==> src/rtl/mem_arbiter.sv <==
// mem_arbiter: two-master arbiter in front of the MMU.
//   Merges the instruction-fetch port (word reads only) and the load/store
//   port (byte/half/word, signed/unsigned, read/write) onto one MMU request
//   interface. Each access runs IDLE -> ISSUE (one-cycle strobe) -> WAIT
//   (until mem_ready or watchdog expiry). Then the winning master gets a
//   one-cycle valid pulse.
// Ports:
//   clk, reset_n        clock, asynchronous active-low reset
//   if_req/if_addr      fetch request and byte address
//   if_rdata/if_valid   fetch data and completion pulse
//   ls_req/ls_we/ls_signed/ls_width/ls_addr/ls_wdata
//                       load/store request fields
//   ls_rdata/ls_valid   load data and completion pulse
//   err                 pulses with a valid when the access timed out
//   read_enable, write_enable, mem_signed_read, mem_data_width, address,
//   data_in             registered MMU request signals
//   mmu_data_out, mem_ready   MMU response
//   busy                high while an access is in ISSUE or WAIT
module mem_arbiter #(
  parameter int unsigned TIMEOUT_CYCLES = 16  // legal range 2..255
) (
  input  logic        clk,
  input  logic        reset_n,
  input  logic        if_req,
  input  logic [31:0] if_addr,
  output logic [31:0] if_rdata,
  output logic        if_valid,
  input  logic        ls_req,
  input  logic        ls_we,
  input  logic        ls_signed,
  input  logic [1:0]  ls_width,
  input  logic [31:0] ls_addr,
  input  logic [31:0] ls_wdata,
  output logic [31:0] ls_rdata,
  output logic        ls_valid,
  output logic        err,
  output logic        read_enable,
  output logic        write_enable,
  output logic        mem_signed_read,
  output logic [1:0]  mem_data_width,
  output logic [31:0] address,
  output logic [31:0] data_in,
  input  logic [31:0] mmu_data_out,
  input  logic        mem_ready,
  output logic        busy
);

  localparam logic [7:0] CNT_LAST = 8'(TIMEOUT_CYCLES - 1);

  typedef enum logic [1:0] {IDLE = 2'd0, ISSUE = 2'd1, WAIT = 2'd2} state_t;

  state_t      state_reg, state_next;
  logic [7:0]  cnt_reg, cnt_next;
  logic        last_ls_reg, last_ls_next;   // 1: last completed grant was LS
  logic        gnt_ls_reg, gnt_ls_next;     // 1: access in flight belongs to LS
  logic        we_reg, we_next;

  logic [31:0] if_rdata_reg, if_rdata_next;
  logic        if_valid_reg, if_valid_next;
  logic [31:0] ls_rdata_reg, ls_rdata_next;
  logic        ls_valid_reg, ls_valid_next;
  logic        err_reg, err_next;
  logic        rd_en_reg, rd_en_next;
  logic        wr_en_reg, wr_en_next;
  logic        signed_reg, signed_next;
  logic [1:0]  width_reg, width_next;
  logic [31:0] address_reg, address_next;
  logic [31:0] data_in_reg, data_in_next;
  logic        busy_reg, busy_next;

  logic        pick_ls;
  logic        timed_out;

  always_ff @(posedge clk or negedge reset_n) begin
    if (!reset_n) begin
      state_reg    <= IDLE;
      cnt_reg      <= '0;
      last_ls_reg  <= 1'b0;
      gnt_ls_reg   <= 1'b0;
      we_reg       <= 1'b0;
      if_rdata_reg <= '0;
      if_valid_reg <= 1'b0;
      ls_rdata_reg <= '0;
      ls_valid_reg <= 1'b0;
      err_reg      <= 1'b0;
      rd_en_reg    <= 1'b0;
      wr_en_reg    <= 1'b0;
      signed_reg   <= 1'b0;
      width_reg    <= '0;
      address_reg  <= '0;
      data_in_reg  <= '0;
      busy_reg     <= 1'b0;
    end else begin
      state_reg    <= state_next;
      cnt_reg      <= cnt_next;
      last_ls_reg  <= last_ls_next;
      gnt_ls_reg   <= gnt_ls_next;
      we_reg       <= we_next;
      if_rdata_reg <= if_rdata_next;
      if_valid_reg <= if_valid_next;
      ls_rdata_reg <= ls_rdata_next;
      ls_valid_reg <= ls_valid_next;
      err_reg      <= err_next;
      rd_en_reg    <= rd_en_next;
      wr_en_reg    <= wr_en_next;
      signed_reg   <= signed_next;
      width_reg    <= width_next;
      address_reg  <= address_next;
      data_in_reg  <= data_in_next;
      busy_reg     <= busy_next;
    end
  end

  always_comb begin
    state_next    = state_reg;
    cnt_next      = cnt_reg;
    last_ls_next  = last_ls_reg;
    gnt_ls_next   = gnt_ls_reg;
    we_next       = we_reg;
    if_rdata_next = if_rdata_reg;
    if_valid_next = 1'b0;
    ls_rdata_next = ls_rdata_reg;
    ls_valid_next = 1'b0;
    err_next      = 1'b0;
    rd_en_next    = 1'b0;
    wr_en_next    = 1'b0;
    signed_next   = signed_reg;
    width_next    = width_reg;
    address_next  = address_reg;
    data_in_next  = data_in_reg;
    busy_next     = busy_reg;
    pick_ls       = 1'b0;
    timed_out     = 1'b0;

    case (state_reg)
      IDLE: begin
        // Arbitration also runs in the cycle a valid is pulsed, which is what
        // allows one access every three cycles under continuous demand.
        if (if_req || ls_req) begin
          // On contention the master that was not served last wins.
          pick_ls = ls_req && !(if_req && last_ls_reg);
          gnt_ls_next = pick_ls;
          if (pick_ls) begin
            we_next      = ls_we;
            address_next = ls_addr;
            width_next   = ls_width;
            signed_next  = ls_signed;
            data_in_next = ls_wdata;
          end else begin
            we_next      = 1'b0;
            address_next = if_addr;
            width_next   = 2'd3;
            signed_next  = 1'b0;
            data_in_next = '0;
          end
          // Strobes are registered here so they are high during ISSUE only.
          rd_en_next = !we_next;
          wr_en_next = we_next;
          busy_next  = 1'b1;
          state_next = ISSUE;
        end
      end
      ISSUE: begin
        cnt_next   = '0;
        state_next = WAIT;
      end
      WAIT: begin
        if (mem_ready || (cnt_reg == CNT_LAST)) begin
          // mem_ready wins over the watchdog on the final wait cycle.
          timed_out    = !mem_ready;
          err_next     = timed_out;
          last_ls_next = gnt_ls_reg;
          busy_next    = 1'b0;
          state_next   = IDLE;
          if (gnt_ls_reg) begin
            ls_valid_next = 1'b1;
            if (timed_out) begin
              ls_rdata_next = '0;
            end else if (!we_reg) begin
              ls_rdata_next = mmu_data_out;
            end
          end else begin
            if_valid_next = 1'b1;
            if_rdata_next = timed_out ? '0 : mmu_data_out;
          end
        end else begin
          cnt_next = cnt_reg + 8'd1;
        end
      end
      default: begin
        state_next = IDLE;
        busy_next  = 1'b0;
      end
    endcase
  end

  assign if_rdata        = if_rdata_reg;
  assign if_valid        = if_valid_reg;
  assign ls_rdata        = ls_rdata_reg;
  assign ls_valid        = ls_valid_reg;
  assign err             = err_reg;
  assign read_enable     = rd_en_reg;
  assign write_enable    = wr_en_reg;
  assign mem_signed_read = signed_reg;
  assign mem_data_width  = width_reg;
  assign address         = address_reg;
  assign data_in         = data_in_reg;
  assign busy            = busy_reg;

endmodule

==> config.mk <==
export PLATFORM = sky130hd
export DESIGN_NAME = mem_arbiter
export DESIGN_NICKNAME = d
export VERILOG_FILES = /design/src/rtl/mem_arbiter.sv
export SDC_FILE = /design/constraint.sdc
export NUM_CORES = 1
export LEC_CHECK = 0
export ABC_AREA = 1
export CAP_MARGIN = 20
export CORE_UTILIZATION = 44
export CTS_BUF_LIST = sky130_fd_sc_hd__clkbuf_2 sky130_fd_sc_hd__clkbuf_4 sky130_fd_sc_hd__clkbuf_8
export DETAILED_ROUTE_END_ITERATION = 7
export PLACE_DENSITY = 0.86
export SLEW_MARGIN = 15
export SYNTH_ARGS = -nofsm -noshare
export SYNTH_HDL_FRONTEND = slang
export SYNTH_SLANG_ARGS = --single-unit
==> constraint.sdc <==
create_clock -name clk -period 1.95 [get_ports clk]
set_clock_uncertainty 0.15 [all_clocks]
set_input_delay 0.2925 -clock clk [delete_from_list [all_inputs] [get_ports clk]]
set_output_delay 0.2925 -clock clk [all_outputs]
set_load 0.02 [all_outputs]
==> flow_summary.toml <==
[status]
outcome = "complete, no violations"

[synth]
synth_warnings = 0
synth.avg_cell_area_sq_um = 9.03
yosysSeqAreaShare_pct = 58.0
ys_types = 27
synth_area_leader_cell = "dfrtp_1"
syn_area_sq_um = 6480
synth_cells = 717
ys.flop_type = "dfrtp_1"
netlist.area_leader.share_pct = 58.0
synthArstFlopShare_pct = 100
synth_area_leaders = "dfrtp_1 (58%), nand2_1 (13%), nand4_1 (6.2%)"
synth-seq-cells = 150
synth-edff-count = 0
synth_fp_nets = 855

[sta]
post-route-period-util_pct = 98.6
hold_violations = 0
holdWs_ns = 0.139
fmax_ghz = 0.520
slew_headroom_pct = 62.0
period_needed_ns = 1.92
setup_tns_ns = 0
setup_violations = 0
slew_viol_final = 0
worst_pin_slew_ns = 0.570
grt_setup_unrepaired = "true"

[clock_tree]
cts_max_path_buffers = 2
cts.sinks = 150
clk_pin_slew_worst_paths_ns = 0.08
cts_tree = "yes"
cts_htree_levels = 4
clockRootBuffer = "clkbuf_8"
clk_latency_ns = 0.45
numCtsBuffers = 17

[min_path]
min_path_cells = 4
hold_class = "input pin to flop"

[route]
detail_route.wl_per_cell_um = 17.1
dr.pass1.iters = 7
via_count = 6208
drtIter0Drc = 410
ant_nets = 0
drc = 0
route.detailed.vias_per_inst = 5.29
routed_wl_mm = 20.0

[floorplanning]
die_width_um = 123
die_height_um = 123
start_util_pct = 45.9
die-area_sq_um = 15200
io_pins = 274
core-area_sq_um = 14100
row_count = 43

[grt]
grt_use_total_pct = 27.1
grtUsageMet3_pct = 8.67
gr-max-usage-layer = "met2"
grt_max_degree = 43
grt-ovfl-total = 0
grt_pass1_wl_mm = 30.9
grt_pass1_vias = 6115
grt_util_met1_pct = 31.3
grtUsageMet2_pct = 45.8
grt_antenna_before_repair = 0

[finish]
fill_cells = 1067
final_cell_mix = "clkdlybuf4s50_1 (253), nand2_1 (228), dfrtp_1 (150), nand4_1 (64), o21ai_0 (60)"
finalNetCount = 1120
drive_gt1_share_pct = 6.45
final_common_cell = "clkdlybuf4s50_1"
utilization_pct = 69.6
area_growth_pct = 51.5

[setup_path]
cp.depth = 1
reg2regPathDepth = 6
crit_slowest_cell = "clkdlybuf4s50_1"
critPathLaunchType = "flop"
required_ns = 1.51
path_cells = "clkdlybuf4s50_1"
crit_type = "flop to primary output"
path_buf_inv = 1
max_stage_delay_ns = 0.68
worstPathMaxFanout = 2
cp_top_family = "buffers and inverters"
worstPathArrival_ns = 1.48
cp-end-kind = "primary output"

[run]
drv_cap = 0

[power_and_ir_drop]
p_per_area_nw_per_um2 = 1490
power.total_uw = 14600
leakagePower_uw = 0.00493
vdd_drop_max_mv = 0.896

[place]
gp_congestion = 0.837
hpwl_mm = 14.3
portBuffers = 273
==> through the flow <==
step,setup slack [ns],area (sq um),instances
after floorplan,0.368,6480,717
after global placement,0.000875,9380,1142
after detailed placement,-0.108,9380,1142
after CTS,0.000521,9770,1173
after global routing,-0.0438,9810,1173
final,0.0279,9810,1174
==> synth_stat cells (2+ instances only) <==
cell,n
o21ai_1,10
o21ai_0,60
buf_2,21
inv_2,3
nor2_1,49
o22a_1,2
nand3_4,2
dfrtp_1,150
nand4_1,64
a22o_1,33
inv_1,48
nand3_1,9
nand2_1,228
buf_6,6
clkbuf_1,17
buf_1,4
==> where the power goes <==
group	total, uW	internal [uW]	leakage, uW	switching [uW]
sequential	5130	4380	0.00191	756
combinational	7140	3120	0.00283	4030
clock	2330	1180	0.000189	1160
==> final timing paths <==
path | from | slack [ns] | to
min reg2reg | ls_rdata[15] | 0.32 | ls_rdata[15]
min | mem_ready | 0.14 | err
max | address[31] | 0.03 | address[31]
max in group asynchronous | reset_n | 0.91 | address[30]
min in group asynchronous | reset_n | 0.18 | ls_rdata[31]
max reg2reg | cnt_reg[5] | 0.07 | ls_rdata[2]
==> cell families (layout without fill, tap and decap cells) <==
logic type,Yosys count,count (layout),share of synthesized area (%)
buf+inv,100,376,6.95
simple gates,356,356,24.0
other cells,0,1,0
compound gates,110,110,10.9
fa+ha+maj,1,1,0.193
flops,150,150,58.0
==> worst min-delay path, cell delays in order <==
cell and delay [ns]:
buf_2 0.16, inv_1 0.05, nand2_1 0.11, nor2_1 0.07
==> cell type report <==
class	count	area (sq um)	share of cell area [%]
Tap cell	180	225	2.30
Clock buffer	23	310	3.16
Inverter	51	194	1.98
Multi-Input combinational cell	467	2280	23.3
Timing Repair Buffer	295	2970	30.3
Sequential cell	150	3750	38.3
Antenna cell	1	2.50	0.0255
Clock inverter	7	71.3	0.727
==> routing by layer <==
| metal | wire, um | vias up |
|---|---|---|
| li1 | - | 2895 |
| met1 | 7490 | 2970 |
| met2 | 10300 | 302 |
| met3 | 1730 | 41 |
| met4 | 560 | 0 |
| met5 | 0 | - |
==> repair_timing <==
action                                  in CTS  in global routing
gates resized for setup                      3                 16
hold buffers                                 1                  0
endpoints found under the setup margin       3                 41
endpoints found under the hold margin      150                  0
pin swaps                                    0                  2
setup buffers                                0                  0
gates cloned                                 0                  0
(Power assumes the default switching activity.)
==> RTL change: new RTL, config.mk and constraints unchanged <==
Set the parameter `TIMEOUT_CYCLES` to 8 (it was 16).
--- a/src/rtl/mem_arbiter.sv
+++ b/src/rtl/mem_arbiter.sv
@@ -17,7 +17,7 @@
 //   mmu_data_out, mem_ready   MMU response
 //   busy                high while an access is in ISSUE or WAIT
 module mem_arbiter #(
-  parameter int unsigned TIMEOUT_CYCLES = 16  // legal range 2..255
+  parameter int unsigned TIMEOUT_CYCLES = 8  // legal range 2..255
 ) (
   input  logic        clk,
   input  logic        reset_n,
Formal check against the unedited RTL: same outputs for any inputs over 4 cycles, from zero or initial values and one cycle with reset_n low; that may be too few to reach the edited logic, so the function may still have changed.
==> RTL change against the unedited design <==
  * Count of clock-buffer cells in the layout fell by 3
  * Total power is 3.4% higher
  * Final area grew 1.9%
  * Routed wire length grew 1.0%
  * Sequential cell count is the same
  * Area after synthesis shrank 0.15%
  * First-iteration DRC count is 12% higher
  * Non-clock buffer count increased by 6
  * Setup slack better by 0.014 ns
  * Synthesized cell count down 0.70%
  * Largest power group unchanged
==> RTL change: results (changes against the unedited design) <==
stage	metric	value	unit	change
synth	Seq/Total Area, Yosys	0.580		+0.000897
pwr	pwr/cell area	1510	mW/mm^2	+1.4%
pwr	Switching Share	0.395		-0.0118
route	DR pass1 iterations	6		-1
synth	syn nets	850		-0.58%
worst_setup_path	Top delay family on crit path	buffers and inverters		
layout	Final #Nets	1118		-0.18%
synth	share of synthesized cell area in full adder, half adder and majority cells	0.00193		+0.00000299
global_route	first-pass GRT wire length	31200	microns	+0.76%
worst_setup_path	RR Endpoint	ls_rdata[23]		
clock_network	clk_lat worst skew	0.46	ns	
worst_setup_path	setup slack on the worst flop-to-flop path	0.11	ns	+0.04 ns
synth	Commonest cells post-synth	222 x nand2_1, 150 x dfrtp_1, 71 x o21ai_0		
placement	hpwl dp	14600	microns	+2.0%
pwr	Peak VDD IR	0.889	mV	-0.77%
route	via count	6108		-1.6%
placement	DP Area	0.00945	sq mm	+0.73%
synth	Syn Area/Cell	9.08	sq um	+0.55%
clock_network	clk slew on worst S/H paths	0.09	ns	
run_status	status	completed		
sta	Slew headroom	0.633		+0.0138
route	DR WL/cell	17.2	microns	+1.0%
placement	GP Congestion	0.889		+6.2%
worst_setup_path	CP peak stage delay	0.62	ns	-0.06 ns
global_route	vias in the first global route	6164		+0.80%
global_route	initial antenna violation count	1		+1
global_route	total track usage	0.275		+0.00403
synth	dominant cells by area after synthesis	dfrtp_1 58%, nand2_1 13%, nand4_1 6.2%, o21ai_0 5.5%, a22o_1 4.5%		
route	WL final	20200	microns	+1.0%
worst_setup_path	FF-to-FF Start	cnt_reg[1]		
worst_hold_path	hold crit path type	input port to async pin		
sta	hold_ws	0.219	ns	+0.0805 ns
layout	share of cells above drive strength 1	0.0705		+0.00604
placement	Place WS	-0.0684	ns	+0.0399 ns
synth	Post-Synth XOR/XNOR Area	0.00271		+0.00271
route	DRT iter0 DRCs	458		+12%
global_route	largest net degree at the start of global routing	55		+28%
synth	compound-gate portion of the synthesized area	0.108		-0.000606
[RTL change: cell count changes in the layout (fill, tap and decap cells not counted), sizes merged, moves of 4 or more]
cell,delta
nand2,-6
clkdlybuf4s50,-17
nor2,-8
nor3,+4
bufinv,+4
buf,+5
dlymetal6s2s,+14
[RTL change: stage by stage]
stage          TNS, ns  total power, mW
6_report             0             15.1
5_1_grt         -0.780             16.0
4_1_cts              0             15.2
3_5_place_dp     -1.28             12.5
3_3_place_gp    -0.325             12.3
2_1_floorplan        0             8.76
[RTL change: power groups by stage]
stage / registers (mW) / clock network (mW) / logic, mW
CTS: 5.14 / 2.83 / 7.28
detailed placement: 5.15 / 0 / 7.30
global placement: 5.14 / 0 / 7.14
global route: 5.25 / 2.96 / 7.76
finish: 5.13 / 2.78 / 7.19
floorplan: 6.53 / 0 / 2.24
[RTL change: what timing repair did]
action / in CTS / in global routing
endpoints found under the setup margin: 5 / 62
endpoints found under the hold margin: 49 / 0
pin swaps: 0 / 1
hold buffers: 2 / 0
cloned: 0 / 0
gates resized for setup: 5 / 30
[RTL change: worst max-delay path by stage]
stage	startpoint	endpoint	slack, ns	depth (start not counted)
6_report	if_rdata[2]	if_rdata[2]	0.04	1
5_1_grt	cnt_reg[1]	last_ls_reg	-0.05	7
4_1_cts	data_in[31]	data_in[31]	0.008	1
2_1_floorplan	cnt_reg[1]	if_rdata[10]	0.35	7
3_5_place_dp	if_req	data_in[3]	-0.07	7
3_3_place_gp	if_req	data_in[3]	-0.01	7
[RTL change: metal layers]
metal	wire length, microns	up-vias	GRT usage
li1	-	2892	-
met1	7600	2889	0.319
met2	10200	293	0.469
met3	1900	34	0.0936
met4	506	0	0.105
met5	0	-	0
[RTL change: kinds of logic after synthesis]
group | Yosys count
and+or+nand+nor | 348
DFF | 150
AOI/OAI and AO/OA | 110
buffers and inverters | 101
xor gates and xnor gates | 2
adders and majority gates | 1
[RTL change: layout make-up]
type,count,area share
diodes,1,0.000250
clock buffers,20,0.0263
clock inverters,12,0.0200
inverters,49,0.0184
multi-input cells,461,0.226
flip-flops and latches,150,0.375
well taps,180,0.0225
repair buffers,301,0.311
